[config.mk]
export PLATFORM = sky130hd
export DESIGN_NAME = nanorv32_pipe_ctrl_flat
export DESIGN_NICKNAME = d
export VERILOG_FILES = /design/src/rtl/nanorv32_pipe_ctrl_pkg.sv /design/src/rtl/nanorv32_pipe_ctrl_if.sv /design/src/rtl/nanorv32_sat_counter.sv /design/src/rtl/nanorv32_pipe_ctrl.sv /design/src/flat_wrapper.sv
export SDC_FILE = /design/constraint.sdc
export NUM_CORES = 1
export LEC_CHECK = 0
export CORE_MARGIN = 4
export CORE_UTILIZATION = 51
export CTS_CLUSTER_DIAMETER = 200
export CTS_CLUSTER_SIZE = 20
export DETAILED_ROUTE_END_ITERATION = 8
export PLACE_DENSITY = 0.8
export SETUP_SLACK_MARGIN = 0.3
export SLEW_MARGIN = 5
export SYNTH_ARGS = -nofsm -noshare
export SYNTH_HDL_FRONTEND = slang
export SYNTH_HIERARCHICAL = 1
export SYNTH_SLANG_ARGS = --single-unit
[constraint.sdc]
create_clock -name clk -period 3.17 [get_ports clk]
set_input_delay 0.317 -clock clk [delete_from_list [all_inputs] [get_ports clk]]
set_output_delay 0.317 -clock clk [all_outputs]
set_load 0.1 [all_outputs]
[src/rtl/nanorv32_pipe_ctrl_pkg.sv]
// Shared state encodings and trap cause codes for the nanorv32 pipeline control.
package nanorv32_pipe_ctrl_pkg;

    localparam int NANORV32_PSTATE_MSB = 2;

    typedef enum logic [NANORV32_PSTATE_MSB:0] {
        NANORV32_PSTATE_RESET  = 3'd0,
        NANORV32_PSTATE_CONT   = 3'd1,
        NANORV32_PSTATE_BRANCH = 3'd2,
        NANORV32_PSTATE_WAITLD = 3'd3,
        NANORV32_PSTATE_XSTALL = 3'd4,
        NANORV32_PSTATE_TRAP   = 3'd5
    } pstate_e;

    localparam logic [1:0] NANORV32_TRAP_CAUSE_NONE        = 2'd0;
    localparam logic [1:0] NANORV32_TRAP_CAUSE_IRQ         = 2'd1;
    localparam logic [1:0] NANORV32_TRAP_CAUSE_BUS_TIMEOUT = 2'd2;

endpackage

[src/rtl/nanorv32_pipe_ctrl_if.sv]
// Pipeline-side handshake between the fetch/decode/execute datapath and its flow controller.
interface nanorv32_pipe_ctrl_if;
    logic branch_taken;
    logic datamem_read;
    logic datamem_write;
    logic hreadyd;
    logic codeif_cpu_ready_r;
    logic force_stall_pstate;
    logic force_stall_data;
    logic force_stall_reset;
    logic output_new_pc;
    logic valid_inst;
    logic data_access_cycle;

    modport master (
        output branch_taken, datamem_read, datamem_write, hreadyd, codeif_cpu_ready_r,
        input  force_stall_pstate, force_stall_data, force_stall_reset,
        input  output_new_pc, valid_inst, data_access_cycle
    );

    modport slave (
        input  branch_taken, datamem_read, datamem_write, hreadyd, codeif_cpu_ready_r,
        output force_stall_pstate, force_stall_data, force_stall_reset,
        output output_new_pc, valid_inst, data_access_cycle
    );
endinterface

[src/rtl/nanorv32_sat_counter.sv]
// Up-counter that sticks at all-ones; a synchronous clear overrides counting.
module nanorv32_sat_counter #(
    parameter int unsigned W = 16
) (
    input  logic         clk,
    input  logic         rst_n,
    input  logic         inc,
    input  logic         clr,
    output logic [W-1:0] count
);

    // count up until saturated, clear wins over increment
    always_ff @(posedge clk or negedge rst_n) begin
        if (!rst_n) begin
            count <= '0;
        end else if (clr) begin
            count <= '0;
        end else if (inc && (count != '1)) begin
            count <= count + W'(1);
        end
    end

endmodule

[src/rtl/nanorv32_pipe_ctrl.sv]
// Pipeline flow-control FSM: reset, branch refetch, data-bus waits with timeout,
// external stall sources and trap entry, plus a stall-cycle counter.
module nanorv32_pipe_ctrl
    import nanorv32_pipe_ctrl_pkg::*;
#(
    parameter int unsigned NUM_STALL_SRC = 2,
    parameter int unsigned BUS_TIMEOUT   = 256,
    parameter int unsigned TO_W          = 9,
    parameter int unsigned CNT_W         = 16
) (
    input  logic                         clk,
    input  logic                         rst_n,
    nanorv32_pipe_ctrl_if.slave          pipe,
    input  logic                         irq_req,
    input  logic [NUM_STALL_SRC-1:0]     ext_stall_req,
    input  logic                         stall_cnt_clr,
    output logic                         trap_take,
    output logic [1:0]                   trap_cause,
    output logic [NANORV32_PSTATE_MSB:0] pstate_r,
    output logic [CNT_W-1:0]             stall_cycles
);

    // Terminal count is the last low-hreadyd cycle tolerated before trapping.
    localparam bit              TO_EN   = (BUS_TIMEOUT != 0);
    localparam logic [TO_W-1:0] TO_LAST = TO_EN ? TO_W'(BUS_TIMEOUT - 1) : '0;

    pstate_e         state, state_nxt;
    logic [TO_W-1:0] to_cnt, to_cnt_nxt;
    logic [1:0]      cause_r;
    logic            to_hit;
    logic            stall_p, stall_d, stall_r, new_pc, valid, dac, take;
    logic            access, ext_any;

    assign access  = pipe.datamem_read | pipe.datamem_write;
    assign ext_any = |ext_stall_req;

    // next-state and combinational controls, defaults first
    always_comb begin
        state_nxt  = state;
        to_cnt_nxt = '0;
        to_hit     = 1'b0;
        stall_p    = 1'b0;
        stall_d    = 1'b0;
        stall_r    = 1'b0;
        new_pc     = 1'b0;
        valid      = 1'b1;
        dac        = 1'b0;
        take       = 1'b0;
        case (state)
            NANORV32_PSTATE_RESET: begin
                stall_p   = 1'b1;
                stall_d   = 1'b1;
                stall_r   = 1'b1;
                valid     = 1'b0;
                state_nxt = NANORV32_PSTATE_CONT;
            end
            NANORV32_PSTATE_CONT: begin
                if (irq_req) begin
                    state_nxt = NANORV32_PSTATE_TRAP;
                end else if (pipe.branch_taken) begin
                    stall_p   = 1'b1;
                    new_pc    = 1'b1;
                    state_nxt = NANORV32_PSTATE_BRANCH;
                end else if (access) begin
                    dac       = 1'b1;
                    stall_d   = 1'b1;
                    state_nxt = NANORV32_PSTATE_WAITLD;
                end else if (ext_any) begin
                    stall_p   = 1'b1;
                    state_nxt = NANORV32_PSTATE_XSTALL;
                end
            end
            NANORV32_PSTATE_BRANCH: begin
                new_pc = 1'b1;
                if (pipe.codeif_cpu_ready_r) begin
                    state_nxt = NANORV32_PSTATE_CONT;
                end else begin
                    stall_p = 1'b1;
                end
            end
            NANORV32_PSTATE_WAITLD: begin
                if (pipe.hreadyd) begin
                    if (access) begin
                        dac     = 1'b1;
                        stall_d = 1'b1;
                    end else if (pipe.branch_taken) begin
                        stall_p   = 1'b1;
                        new_pc    = 1'b1;
                        state_nxt = NANORV32_PSTATE_BRANCH;
                    end else if (irq_req) begin
                        state_nxt = NANORV32_PSTATE_TRAP;
                    end else begin
                        state_nxt = NANORV32_PSTATE_CONT;
                    end
                end else begin
                    // irq_req is deliberately not looked at while the bus is busy
                    stall_p    = 1'b1;
                    stall_d    = 1'b1;
                    to_cnt_nxt = to_cnt + TO_W'(1);
                    if (TO_EN && (to_cnt == TO_LAST)) begin
                        to_hit     = 1'b1;
                        to_cnt_nxt = '0;
                        state_nxt  = NANORV32_PSTATE_TRAP;
                    end
                end
            end
            NANORV32_PSTATE_XSTALL: begin
                valid   = 1'b0;
                stall_p = ext_any;
                if (!ext_any && pipe.codeif_cpu_ready_r) begin
                    state_nxt = NANORV32_PSTATE_CONT;
                end
            end
            NANORV32_PSTATE_TRAP: begin
                take      = 1'b1;
                new_pc    = 1'b1;
                stall_p   = 1'b1;
                valid     = 1'b0;
                state_nxt = NANORV32_PSTATE_BRANCH;
            end
            default: begin
                state_nxt = NANORV32_PSTATE_RESET;
            end
        endcase
    end

    // state, bus-wait timer and trap cause registers; cause latches on trap entry
    always_ff @(posedge clk or negedge rst_n) begin
        if (!rst_n) begin
            state   <= NANORV32_PSTATE_RESET;
            to_cnt  <= '0;
            cause_r <= NANORV32_TRAP_CAUSE_NONE;
        end else begin
            state  <= state_nxt;
            to_cnt <= to_cnt_nxt;
            if (state_nxt == NANORV32_PSTATE_TRAP) begin
                cause_r <= to_hit ? NANORV32_TRAP_CAUSE_BUS_TIMEOUT : NANORV32_TRAP_CAUSE_IRQ;
            end
        end
    end

    nanorv32_sat_counter #(.W(CNT_W)) u_stall_cnt (
        .clk   (clk),
        .rst_n (rst_n),
        .inc   (stall_p),
        .clr   (stall_cnt_clr),
        .count (stall_cycles)
    );

    assign pipe.force_stall_pstate = stall_p;
    assign pipe.force_stall_data   = stall_d;
    assign pipe.force_stall_reset  = stall_r;
    assign pipe.output_new_pc      = new_pc;
    assign pipe.valid_inst         = valid;
    assign pipe.data_access_cycle  = dac;
    assign trap_take               = take;
    assign trap_cause              = cause_r;
    assign pstate_r                = state;

endmodule
[src/flat_wrapper.sv]
// flat-port wrapper written by rule: the top's interface ports become plain ports
module nanorv32_pipe_ctrl_flat import nanorv32_pipe_ctrl_pkg::*;
#(
    parameter int unsigned NUM_STALL_SRC = 2,
    parameter int unsigned BUS_TIMEOUT   = 256,
    parameter int unsigned TO_W          = 9,
    parameter int unsigned CNT_W         = 16
)
  (clk, rst_n, irq_req, ext_stall_req, stall_cnt_clr, trap_take, trap_cause, pstate_r, stall_cycles, pipe_branch_taken, pipe_datamem_read, pipe_datamem_write, pipe_hreadyd, pipe_codeif_cpu_ready_r, pipe_force_stall_pstate, pipe_force_stall_data, pipe_force_stall_reset, pipe_output_new_pc, pipe_valid_inst, pipe_data_access_cycle);
  nanorv32_pipe_ctrl_if pipe_i ();
  input  logic clk;
  input  logic rst_n;
  input  logic irq_req;
  input  logic [NUM_STALL_SRC-1:0] ext_stall_req;
  input  logic stall_cnt_clr;
  output logic trap_take;
  output logic [1:0] trap_cause;
  output logic [NANORV32_PSTATE_MSB:0] pstate_r;
  output logic [CNT_W-1:0] stall_cycles;
  input wire logic [$bits(pipe_i.branch_taken)-1:0] pipe_branch_taken;
  input wire logic [$bits(pipe_i.datamem_read)-1:0] pipe_datamem_read;
  input wire logic [$bits(pipe_i.datamem_write)-1:0] pipe_datamem_write;
  input wire logic [$bits(pipe_i.hreadyd)-1:0] pipe_hreadyd;
  input wire logic [$bits(pipe_i.codeif_cpu_ready_r)-1:0] pipe_codeif_cpu_ready_r;
  output wire logic [$bits(pipe_i.force_stall_pstate)-1:0] pipe_force_stall_pstate;
  output wire logic [$bits(pipe_i.force_stall_data)-1:0] pipe_force_stall_data;
  output wire logic [$bits(pipe_i.force_stall_reset)-1:0] pipe_force_stall_reset;
  output wire logic [$bits(pipe_i.output_new_pc)-1:0] pipe_output_new_pc;
  output wire logic [$bits(pipe_i.valid_inst)-1:0] pipe_valid_inst;
  output wire logic [$bits(pipe_i.data_access_cycle)-1:0] pipe_data_access_cycle;
  assign pipe_i.branch_taken = pipe_branch_taken;
  assign pipe_i.datamem_read = pipe_datamem_read;
  assign pipe_i.datamem_write = pipe_datamem_write;
  assign pipe_i.hreadyd = pipe_hreadyd;
  assign pipe_i.codeif_cpu_ready_r = pipe_codeif_cpu_ready_r;
  assign pipe_force_stall_pstate = pipe_i.force_stall_pstate;
  assign pipe_force_stall_data = pipe_i.force_stall_data;
  assign pipe_force_stall_reset = pipe_i.force_stall_reset;
  assign pipe_output_new_pc = pipe_i.output_new_pc;
  assign pipe_valid_inst = pipe_i.valid_inst;
  assign pipe_data_access_cycle = pipe_i.data_access_cycle;
  nanorv32_pipe_ctrl #(.NUM_STALL_SRC(NUM_STALL_SRC), .BUS_TIMEOUT(BUS_TIMEOUT), .TO_W(TO_W), .CNT_W(CNT_W)) u_core (.clk(clk), .rst_n(rst_n), .pipe(pipe_i), .irq_req(irq_req), .ext_stall_req(ext_stall_req), .stall_cnt_clr(stall_cnt_clr), .trap_take(trap_take), .trap_cause(trap_cause), .pstate_r(pstate_r), .stall_cycles(stall_cycles));
endmodule
==> summary.md, run 1 <==
| Metric | Value |
|---|---|
| Detail Route Antenna Nets | `0` |
| Std-Cell Rows | `21` |
| Clock Path Buffers | `2` |
| Hold_ws | `0.3505 ns` |
| Starting density of the core | `54.01%` |
| Worst EP required | `3.41 ns` |
| Worst-Margin Slew | `0.9740 ns` |
| Synth Instances | `200` |
| Status | `finished clean` |
| Total gr overflow | `0` |
| Post-CTS sizing | `0` |
| Max IR drop VDD | `0.0006740 V` |
| Largest net degree at the start of global routing | `31` |
| Root buf cell | `clkbuf_4` |
| Max Fanout on Critical Path | `13` |
| Post-synth EDFFs | `0` |
| Reg clk slew, reported paths | `0.10 ns` |
| Synth cell count leaders | `30 x dfrtp_1, 19 x nor2_1, 16 x nand2_1` |
| Die Span X | `67.91 um` |
| Worst hold path class | `primary input to asynchronous set/reset pin` |
| Share of Yosys cell area claimed by the top area cell type | `41.01%` |
| Antenna violations before repair | `0` |
| Pins over their slew limit | `0` |
| DR WL/cell | `14.81 um` |
| Fin util | `68.73%` |
| Leak | `0.9799 nW` |
| TNS Setup | `0 ns` |
| Die area | `4612 um^2` |
| Via count of the first global-routing pass | `1,479` |
| Ys Warns | `6` |
| Max-slew headroom | `34.86%` |
| Routability Congestion | `0.9007` |
| Fmax | `426.9 MHz` |
| Global-route wire length before repair | `7.107 mm` |
| DR vias | `1,722` |
| Largest family of logic cells by synthesized area | `simple AND/OR/NAND/NOR gates` |
| Adder-cell share of the synthesized area | `1.367%` |
| RSZ-0062 raised after global routing | `no` |
| Critical path class | `flop to flop` |
| TritonRoute pass-1 iters | `4` |
| Placeable Area | `3390 um^2` |
| PortBufs | `38` |
| Area growth, synth to finish | `27.27%` |
| Area of the mapped netlist | `1831 um^2` |
| Final layout net count | `254` |
| Post-synth cell types | `50` |
| Post-Place Cell Area | `2270 um^2` |
| Antenna Cells | `0` |
| Number of placed cells counting well taps | `280` |
| Synth Flop Type | `dfrtp_1` |
| Final Hold Viols | `0` |
| Critical path arrival | `2.58 ns` |
| Share of layout cells above drive strength 1 | `17.77%` |
| Post-synth top area cell | `dfrtp_1` |
| P per Cell Area | `816.1 nW/um^2` |
| DRC | `0` |
| Synth Area in XOR/XNOR | `3.828%` |
| Final period util | `73.90%` |
| Synth Area in Compound Gates | `14.15%` |
| Clock Latency Late Sink | `0.33 ns` |
| CTS tree | `done` |
| Final cell count without fillers | `288` |
| Post-Syn Nets | `213` |
| Post-CTS setup buffers | `0` |
| Final Cell Area | `2330 um^2` |
| Top-Level Pins | `39` |
| Die H | `67.91 um` |
| Synth top area cells | `dfrtp_1 41%, nor2_1 3.9%, nand3_1 3.3%` |
| Final Critical Period | `2.343 ns` |
| Detailed placement HPWL | `3.093 mm` |
| Critical path capture point type | `flop` |
| CTS Hold Bufs | `0` |
| CTS H-Tree Depth | `2` |
| Seq/Total Area, Yosys | `41.01%` |
| Most common cell in the netlist | `dfrtp_1` |
| Post-Synth Simple-Gate Area | `34.38%` |
| Mux share of post-synthesis cell area | `1.982%` |
| Final WL | `4.264 mm` |
| Starting DRT DRC Count | `125` |
| Max-cap viol count | `0` |
| Asr flop ratio synth | `100.0%` |
| Syn_area_per_cell | `9.153 um^2` |
| Total CTS buffers | `5` |
| Final Skew | `0.009888 ns` |
| #FFs+latches synth | `30` |
| GRT Total Usage | `20.42%` |
| Kind of start point of the critical path | `flop` |
| TritonCTS Sinks | `30` |
| Final setup violating endpoints | `0` |
| Routed vias/inst | `5.979` |
-- worst paths after layout --
path	start	endpoint	slack, ns	cells past startpoint
max	u_core/pstate_r[2]	u_core/u_stall_cnt/count[13]	0.83	8
min	rst_n	u_core/u_stall_cnt/count[1]	0.35	2
max reg2reg	u_core/pstate_r[2]	u_core/u_stall_cnt/count[13]	0.83	8
min reg2reg	u_core/trap_cause[0]	u_core/trap_cause[0]	0.49	1
max in group asynchronous	rst_n	u_core/pstate_r[0]	2.50	2
min in group clk	u_core/trap_cause[0]	u_core/trap_cause[0]	0.49	1
-- placed cells by master (no fill, tap or decap), types with 4 or more instances in the layout --
| cell | instances |
|---|---|
| a211oi_1 | 4 |
| a21oi_1 | 10 |
| and3_1 | 5 |
| buf_4 | 15 |
| clkbuf_4 | 5 |
| clkdlybuf4s50_1 | 24 |
| dfrtp_1 | 27 |
| inv_1 | 5 |
| nand2_1 | 15 |
| nand2b_1 | 5 |
| nand3_1 | 12 |
| nand4_1 | 5 |
| nor2_1 | 19 |
| nor3_1 | 5 |
| o21ai_0 | 9 |
| o31ai_1 | 6 |
| or3_1 | 8 |
| xor2_1 | 6 |
-- flip-flops by register name, summed over array words and instances (netlist names) --
name                      flops
u_core/u_stall_cnt/count     16
u_core/pstate_r               3
u_core/to_cnt                 9
u_core/trap_cause             2
-- area by class of cell --
class	instances	area, um^2
clock inverters	1	5.005
clock buffers	7	55.05
inverters	6	22.52
flip-flops and latches	30	762.0
repair buffers	40	372.9
fillers	280	1060
well taps	46	57.56
multi-input cells	158	1055
-- per-stage QoR --
stage	setup slack, ns	power (mW)
finish	0.8275	1.901
global route	0.7151	1.998
CTS	0.8512	1.913
detailed placement	0.6060	1.672
global placement	0.6500	1.670
floorplan	-0.7736	1.427
-- kinds of logic (layout without fill, tap and decap cells) --
logic type      Yosys count  count (layout)
simple gates            104             104
compound gates           41              41
flops                    30              30
buf+inv                  12              54
xor+xnor                  8               8
mux                       3               3
fa+ha+maj                 2               2
-- worst max-delay path, stage by stage, from the launching register on --
cell	delay, ns
dfrtp_4	0.56
nand2b_4	0.19
nor3_4	0.14
a31oi_1	0.06
o211ai_1	0.28
and4_4	0.30
nand4b_1	0.15
or4_1	0.44
a21oi_1	0.14
-- report_power, final --
group	internal [mW]	switching, mW
clock	0.107	0.131
combinational	0.305	0.841
sequential	0.427	0.0894
-- layer usage --
| metal | track usage, % | share of wire, % | vias to the layer above |
|---|---|---|---|
| li1 | - | - | 826 |
| met1 | 30.26 | 47 | 836 |
| met2 | 28.55 | 47 | 56 |
| met3 | 5.747 | 6.1 | 4 |
| met4 | 6.452 | 0.75 | 0 |
| met5 | 0 | 0 | - |
(Power assumes the default switching activity.)
==> run 2, diff against run 1 <==
==> constraint.sdc (replaced) <==
create_clock -name clk -period 2.4 [get_ports clk]
set_input_delay 0.24 -clock clk [delete_from_list [all_inputs] [get_ports clk]]
set_output_delay 0.24 -clock clk [all_outputs]
set_load 0.1 [all_outputs]
==> run 2 against run 1 <==
Net effect:
- core utilization grew 5.6 points
- sequential power grew 28%
- clock power grew 32%
- sequential cell count is the same
- final cell count grew 5.9%
- first-iteration DRC count shrank 18%
- clock skew shrank 0.0042 ns
- die area is the same
- via count grew 2.4%
- non-clock buffer count grew 17
- setup slack lost 0.62 ns
- global-route usage grew 1.6 points
==> summary.md, run 2 (synthesized netlist as in run 1, its figures left out) <==
| Metric | Value |
|---|---|
| Status | `finished clean (unchanged)` |
| Max FFs per register | `16 (unchanged)` |
| Critical path class | `flop to flop (unchanged)` |
| Kind of start point of the critical path | `flop (unchanged)` |
| Commonest non-fill, non-tap cell in the layout | `buf_4 (was dfrtp_1)` |
| Final layout net count | `271 (was 254)` |
| Kind of cell adding the most delay to the critical path | `simple AND/OR/NAND/NOR gates (unchanged)` |
| Starting DRT DRC Count | `102 (was 125)` |
| Clock Path Buffers | `2 (unchanged)` |
| Routability Congestion | `0.8757 (was 0.9007)` |
| Total gr overflow | `0 (unchanged)` |
| Worst-case reg-to-reg path depth | `9 (was 8)` |
| GRT Total Usage | `22.06% (was 20.42%)` |
| Crit path buffers/inverters | `1 (was 0)` |
| Routed vias/inst | `5.784 (was 5.979)` |
| Area growth, synth to finish | `37.73% (was 27.27%)` |
| Global-route wire length before repair | `7.790 mm (was 7.107 mm)` |
| CTS tree | `done (unchanged)` |
| TritonCTS Sinks | `30 (unchanged)` |
| DR WL/cell | `15.07 um (was 14.81 um)` |
| Reg clk slew, reported paths | `0.10 ns (about the same)` |
| Fmax | `456.8 MHz (was 426.9 MHz)` |
| Antenna Cells | `0 (unchanged)` |
| Detail Route Antenna Nets | `0 (unchanged)` |
| Critical path's slowest cell | `dfrtp_4 (unchanged)` |
| Final setup violating endpoints | `0 (unchanged)` |
| PortBufs | `38 (unchanged)` |
| Antenna violations before repair | `0 (unchanged)` |
| Final Critical Period | `2.189 ns (was 2.343 ns)` |
| DR vias | `1,764 (was 1,722)` |
| Via count of the first global-routing pass | `1,720 (was 1,479)` |
| CTS H-Tree Depth | `2 (unchanged)` |
| Worst hold path class | `primary input to asynchronous set/reset pin (unchanged)` |
| CP Depth | `9 (was 8)` |
| Worst R2R End | `u_core/u_stall_cnt/count[13] (unchanged)` |
| Clock Latency Late Sink | `0.32 ns (was 0.33 ns)` |
| RSZ-0062 raised after global routing | `yes (was no)` |
| Final cell count without fillers | `305 (was 288)` |
| TritonRoute pass-1 iters | `5 (was 4)` |
| Detailed placement HPWL | `3.194 mm (was 3.093 mm)` |
| Pins over their slew limit | `0 (unchanged)` |
| Largest net degree at the start of global routing | `31 (unchanged)` |
| Critical path arrival | `2.44 ns (was 2.58 ns)` |
| Root buf cell | `clkbuf_4 (unchanged)` |
| RR Startpoint | `u_core/pstate_r[2] (unchanged)` |
| Final WL | `4.596 mm (was 4.264 mm)` |
| Placeable Area | `3390 um^2 (unchanged)` |
| Max-cap viol count | `0 (unchanged)` |
| Top reg by flops | `u_core/u_stall_cnt/count (unchanged)` |
| Share of layout cells above drive strength 1 | `31.66% (was 17.77%)` |
| Final Power | `2.732 mW (was 1.901 mW)` |
| Hold_ws | `0.2855 ns (was 0.3505 ns)` |
| Slowest Stage Delay on Critical Path | `0.49 ns (was 0.56 ns)` |
| Worst EP required | `2.65 ns (was 3.41 ns)` |
| Post-Place Setup Slack | `0.05430 ns (was 0.6060 ns)` |
| Top-Level Pins | `39 (unchanged)` |
| Commonest cells after routing, fill and taps aside | `43 x buf_4, 27 x dfrtp_1, 19 x nor2_1 (was 27 x dfrtp_1, 24 x clkdlybuf4s50_1, 19 x nor2_1)` |
| Number of placed cells counting well taps | `287 (was 280)` |
| Worst-Margin Slew | `0.7077 ns (was 0.9740 ns)` |
| Final period util | `91.21% (was 73.90%)` |
| Max Fanout on Critical Path | `5 (was 13)` |
| Final Hold Viols | `0 (unchanged)` |
| Starting density of the core | `54.01% (unchanged)` |
| Critical path capture point type | `flop (unchanged)` |
| Max IR drop VDD | `0.0006307 V (was 0.0006740 V)` |
| TNS Setup | `0 ns (unchanged)` |
| Total CTS buffers | `5 (unchanged)` |
| Die area | `4612 um^2 (unchanged)` |
| Die H | `67.91 um (unchanged)` |
| Leak | `1.113 nW (was 0.9799 nW)` |
| Final Skew | `0.005722 ns (was 0.009888 ns)` |
| Flop-to-flop setup slack | `0.21 ns (was 0.83 ns)` |
| DRC | `0 (unchanged)` |
| Die Span X | `67.91 um (unchanged)` |
| Worst path cell trace | `nand2b_4 > nor3_4 > buf_4 > nand3b_1 > o211ai_1 > and4_4 > nand4b_1 > or4_4 > a21oi_2 (was nand2b_4 > nor3_4 > a31oi_1 > o211ai_1 > and4_4 > nand4b_1 > or4_1 > a21oi_1)` |
| Std-Cell Rows | `21 (unchanged)` |
| CTS Hold Bufs | `0 (unchanged)` |
| Max-slew headroom | `52.67% (was 34.86%)` |
| PnR worst setup slack | `0.2109 ns (was 0.8275 ns)` |
| P per Cell Area | `1084 nW/um^2 (was 816.1 nW/um^2)` |
[run 2: worst max path at each step]
stage                             from                      endpoint  slack (ns)
global placement               irq_req  u_core/u_stall_cnt/count[13]        0.07
detailed placement             irq_req  u_core/u_stall_cnt/count[13]        0.05
global route        u_core/pstate_r[2]  u_core/u_stall_cnt/count[13]        0.05
floorplan           u_core/pstate_r[0]  u_core/u_stall_cnt/count[11]       -1.54
CTS                 u_core/pstate_r[2]  u_core/u_stall_cnt/count[13]        0.22
finish              u_core/pstate_r[2]  u_core/u_stall_cnt/count[13]        0.21
[run 2: report_power, final]
part / switching (mW) / total, mW / internal, mW
sequential: 0.0991 / 0.663 / 0.564
clock: 0.174 / 0.315 / 0.142
combinational: 1.18 / 1.75 / 0.577
[run 2: routing by layer]
metal,track usage (%),up-vias,share of wire (%)
met5,0,-,0
met4,5.459,0,0.52
met3,4.926,2,6.3
met2,33.78,55,49
met1,31.67,851,44
li1,-,856,-
[run 2: what timing repair did]
| action | CTS | global route |
|---|---|---|
| gates resized for setup | 2 | 8 |
| endpoints found under the hold margin | 0 | 0 |
| cloned | 0 | 0 |
| setup endpoints to repair | 8 | 14 |
| setup buffers | 6 | 4 |
| pin swaps | 4 | 4 |
[run 2: final cells by class]
cell class	instances	area, um^2
Multi-Input combinational cell	158	1116
Clock buffer	7	55.05
Tap cell	46	57.56
Sequential cell	30	762.0
Clock inverter	1	5.005
Fill cell	261	868.3
Timing Repair Buffer	57	503.0
Inverter	6	22.52
[run 2: through the flow]
| step | utilization, % | cell area [um^2] |
|---|---|---|
| floorplan | - | 1888 |
| global placement | 68.70 | 2328 |
| detailed placement | 68.70 | 2328 |
| CTS | 72.09 | 2444 |
| global route | 74.38 | 2521 |
| finish | 74.38 | 2521 |
==> run 3, diff against run 2 <==
--- a/config.mk
+++ b/config.mk
@@ -7,6 +7,7 @@
 export LEC_CHECK = 0
 export CORE_MARGIN = 4
 export CORE_UTILIZATION = 51
+export CTS_BUF_LIST = sky130_fd_sc_hd__clkbuf_16
 export CTS_CLUSTER_DIAMETER = 200
 export CTS_CLUSTER_SIZE = 20
 export DETAILED_ROUTE_END_ITERATION = 8
==> run 3 against run 2 <==
Net effect:
- critical path depth is the same
- combinational power is essentially flat
- setup slack lost 0.075 ns
- clock skew shrank 0.00067 ns
- critical path type unchanged
- via count grew 3.2%
==> summary.md, run 3 (synthesized netlist as in run 1, its figures left out) <==
| Metric | Value |
|---|---|
| Status | `finished clean (unchanged)` |
| Starting DRT DRC Count | `155 (was 102)` |
| P per Cell Area | `1167 nW/um^2 (was 1084 nW/um^2)` |
| Placeable Area | `3390 um^2 (unchanged)` |
| Detailed placement HPWL | `3.194 mm (unchanged)` |
| Metal2 WL | `2.226 mm (was 2.271 mm)` |
| Die Span X | `67.91 um (unchanged)` |
| Die area | `4612 um^2 (unchanged)` |
| Multi-input gate area | `1087 um^2 (was 1116 um^2)` |
| Global-route wire length before repair | `7.734 mm (was 7.790 mm)` |
| Antenna Cells | `0 (unchanged)` |
| Final setup violating endpoints | `0 (unchanged)` |
| Register area | `762.0 um^2 (unchanged)` |
| Max-cap viol count | `0 (unchanged)` |
| Critical Path Start | `u_core/pstate_r[2] (unchanged)` |
| CTS tree | `done (unchanged)` |
| Critical path's slowest cell | `dfrtp_4 (unchanged)` |
| Commonest non-fill, non-tap cell in the layout | `buf_4 (unchanged)` |
| GRT Total Usage | `21.92% (was 22.06%)` |
| Layout fillers | `258 (was 261)` |
| CTS H-Tree Depth | `2 (unchanged)` |
| Worst hold path class | `primary input to asynchronous set/reset pin (unchanged)` |
| Fin util | `75.53% (was 74.38%)` |
| Final layout net count | `270 (was 271)` |
| Max IR drop VDD | `0.0005943 V (was 0.0006307 V)` |
| Critical path capture point type | `flop (unchanged)` |
| Top reg by flops | `u_core/u_stall_cnt/count (unchanged)` |
| Detail Route Antenna Nets | `0 (unchanged)` |
| RSZ-0062 raised after global routing | `yes (unchanged)` |
| TritonCTS Sinks | `30 (unchanged)` |
| Commonest cells after routing, fill and taps aside | `41 x buf_4, 27 x dfrtp_1, 19 x nor2_1 (was 43 x buf_4, 27 x dfrtp_1, 19 x nor2_1)` |
| Final Skew | `0.005048 ns (was 0.005722 ns)` |
| Root buf cell | `clkbuf_16 (was clkbuf_4)` |
| Final WL | `4.702 mm (was 4.596 mm)` |
| DR top layer | `met4 (unchanged)` |
| DR WL/cell | `15.47 um (was 15.07 um)` |
| Routability Congestion | `0.8757 (unchanged)` |
| DR vias | `1,820 (was 1,764)` |
| Sequential share of power | `22.0% (was 24.3%)` |
| Total CTS buffers | `5 (unchanged)` |
| DRC | `0 (unchanged)` |
| Max Fanout on Critical Path | `5 (unchanged)` |
| Crit path buffers/inverters | `1 (unchanged)` |
| Leak | `1.143 nW (was 1.113 nW)` |
| Die H | `67.91 um (unchanged)` |
| Pins over their slew limit | `0 (unchanged)` |
| Total gr overflow | `0 (unchanged)` |
| Internal cell power | `1.496 mW (was 1.283 mW)` |
| Top-Level Pins | `39 (unchanged)` |
| Fmax | `441.8 MHz (was 456.8 MHz)` |
| Antenna violations before repair | `0 (unchanged)` |
| Share of layout cells above drive strength 1 | `29.84% (was 31.66%)` |
| PortBufs | `38 (unchanged)` |
| Via count of the first global-routing pass | `1,699 (was 1,720)` |
| Combinational share of power | `58.6% (was 64.2%)` |
| Metal1 wirelength | `2.126 mm (was 2.011 mm)` |
| Share of total power in the clock network | `19.4% (was 11.5%)` |
| RR Startpoint | `u_core/pstate_r[2] (unchanged)` |
| Critical path class | `flop to flop (unchanged)` |
| Worst-Margin Slew | `0.7478 ns (was 0.7077 ns)` |
| Final Critical Period | `2.264 ns (was 2.189 ns)` |
| Reg clk slew, reported paths | `0.05 ns (was 0.10 ns)` |
| CTS Hold Bufs | `0 (unchanged)` |
| Routed vias/inst | `5.987 (was 5.784)` |
| Final period util | `94.32% (was 91.21%)` |
| Slowest Stage Delay on Critical Path | `0.48 ns (was 0.49 ns)` |
| Met3 wire length | `311 um (was 289 um)` |
| Net Switching | `1.492 mW (was 1.449 mW)` |
| Sw Share | `49.94% (was 53.04%)` |
| Largest net degree at the start of global routing | `31 (unchanged)` |
| Worst EP required | `2.59 ns (was 2.65 ns)` |
| Std-Cell Rows | `21 (unchanged)` |
| Max FFs per register | `16 (unchanged)` |
| Final Power | `2.988 mW (was 2.732 mW)` |
| Clock Latency Late Sink | `0.27 ns (was 0.32 ns)` |
| Kind of cell adding the most delay to the critical path | `simple AND/OR/NAND/NOR gates (unchanged)` |
| Worst path cell trace | `nand2b_4 > nor3_4 > buf_4 > nand3b_1 > o211ai_1 > and4_4 > nand4b_1 > or4_4 > a21oi_2 (unchanged)` |
| Final Hold Viols | `0 (unchanged)` |
| Clock Path Buffers | `2 (unchanged)` |
| Critical path arrival | `2.45 ns (was 2.44 ns)` |
| TritonRoute pass-1 iters | `4 (was 5)` |
| Max-slew headroom | `49.99% (was 52.67%)` |
| Area growth, synth to finish | `39.85% (was 37.73%)` |
| Starting density of the core | `54.01% (unchanged)` |
| Kind of start point of the critical path | `flop (unchanged)` |
## run 3: changes by cell type in the layout (fill, tap and decap cells not counted), moves of 2 or more
cell	delta
clkbuf_16	+5
clkbuf_4	-5
buf_4	-2
o31ai_1	+2
o31ai_4	-2
## run 3: path summary, 6_finish.rpt
kind	to	slack [ns]	depth (start not counted)
max	u_core/u_stall_cnt/count[13]	0.14	9
min	u_core/u_stall_cnt/count[1]	0.35	2
max reg2reg	u_core/u_stall_cnt/count[13]	0.14	9
min reg2reg	u_core/trap_cause[0]	0.49	1
max in group asynchronous	u_core/pstate_r[2]	1.74	2
min in group clk	u_core/trap_cause[0]	0.49	1
## run 3: per-layer routing
metal	GRT usage, %	up-vias
met5	0	-
met4	6.948	0
met3	4.433	5
met2	32.44	70
met1	32.05	884
li1	-	861
## run 3: repair_timing
| action | CTS | global route |
|---|---|---|
| gates resized for setup | 2 | 4 |
| pin swaps | 4 | 5 |
| setup buffers | 2 | 7 |
| endpoints found under the setup margin | 9 | 13 |
## run 3: through the flow
stage               area (um^2)  setup WS (ns)  TNS [ns]  hold slack, ns  instances
CTS                        2489         0.1453         0          0.3620        297
detailed placement         2328        0.05430         0          0.4825        287
global route               2560        0.01044         0          0.4149        304
floorplan                  1888         -1.544    -22.40        -0.05559        200
global placement           2328        0.06981         0          0.4822        287
finish                     2560         0.1363         0          0.3529        304
## run 3: layout make-up
type / count / area share (%)
Clock inverter: 3 / 0.4888
Tap cell: 46 / 2.248
Inverter: 6 / 0.8798
Multi-Input combinational cell: 158 / 42.47
Sequential cell: 30 / 29.77
Timing Repair Buffer: 56 / 19.26
Clock buffer: 5 / 4.888
## run 3: power groups by stage
stage               Clock (mW)  Combinational (mW)  Sequential, mW
floorplan                    0               0.996           0.896
global placement             0                1.62           0.682
detailed placement           0                1.63           0.683
CTS                      0.592                1.66           0.668
global route             0.615                1.83           0.670
finish                   0.580                1.75           0.658
## run 3: worst reg2reg max path, cell delays in order (launching register included)
cell and delay (ns):
dfrtp_4 0.48, nand2b_4 0.18, nor3_4 0.14, buf_4 0.14, nand3b_1 0.06, o211ai_1 0.13
and4_4 0.29, nand4b_1 0.17, or4_4 0.46, a21oi_2 0.14
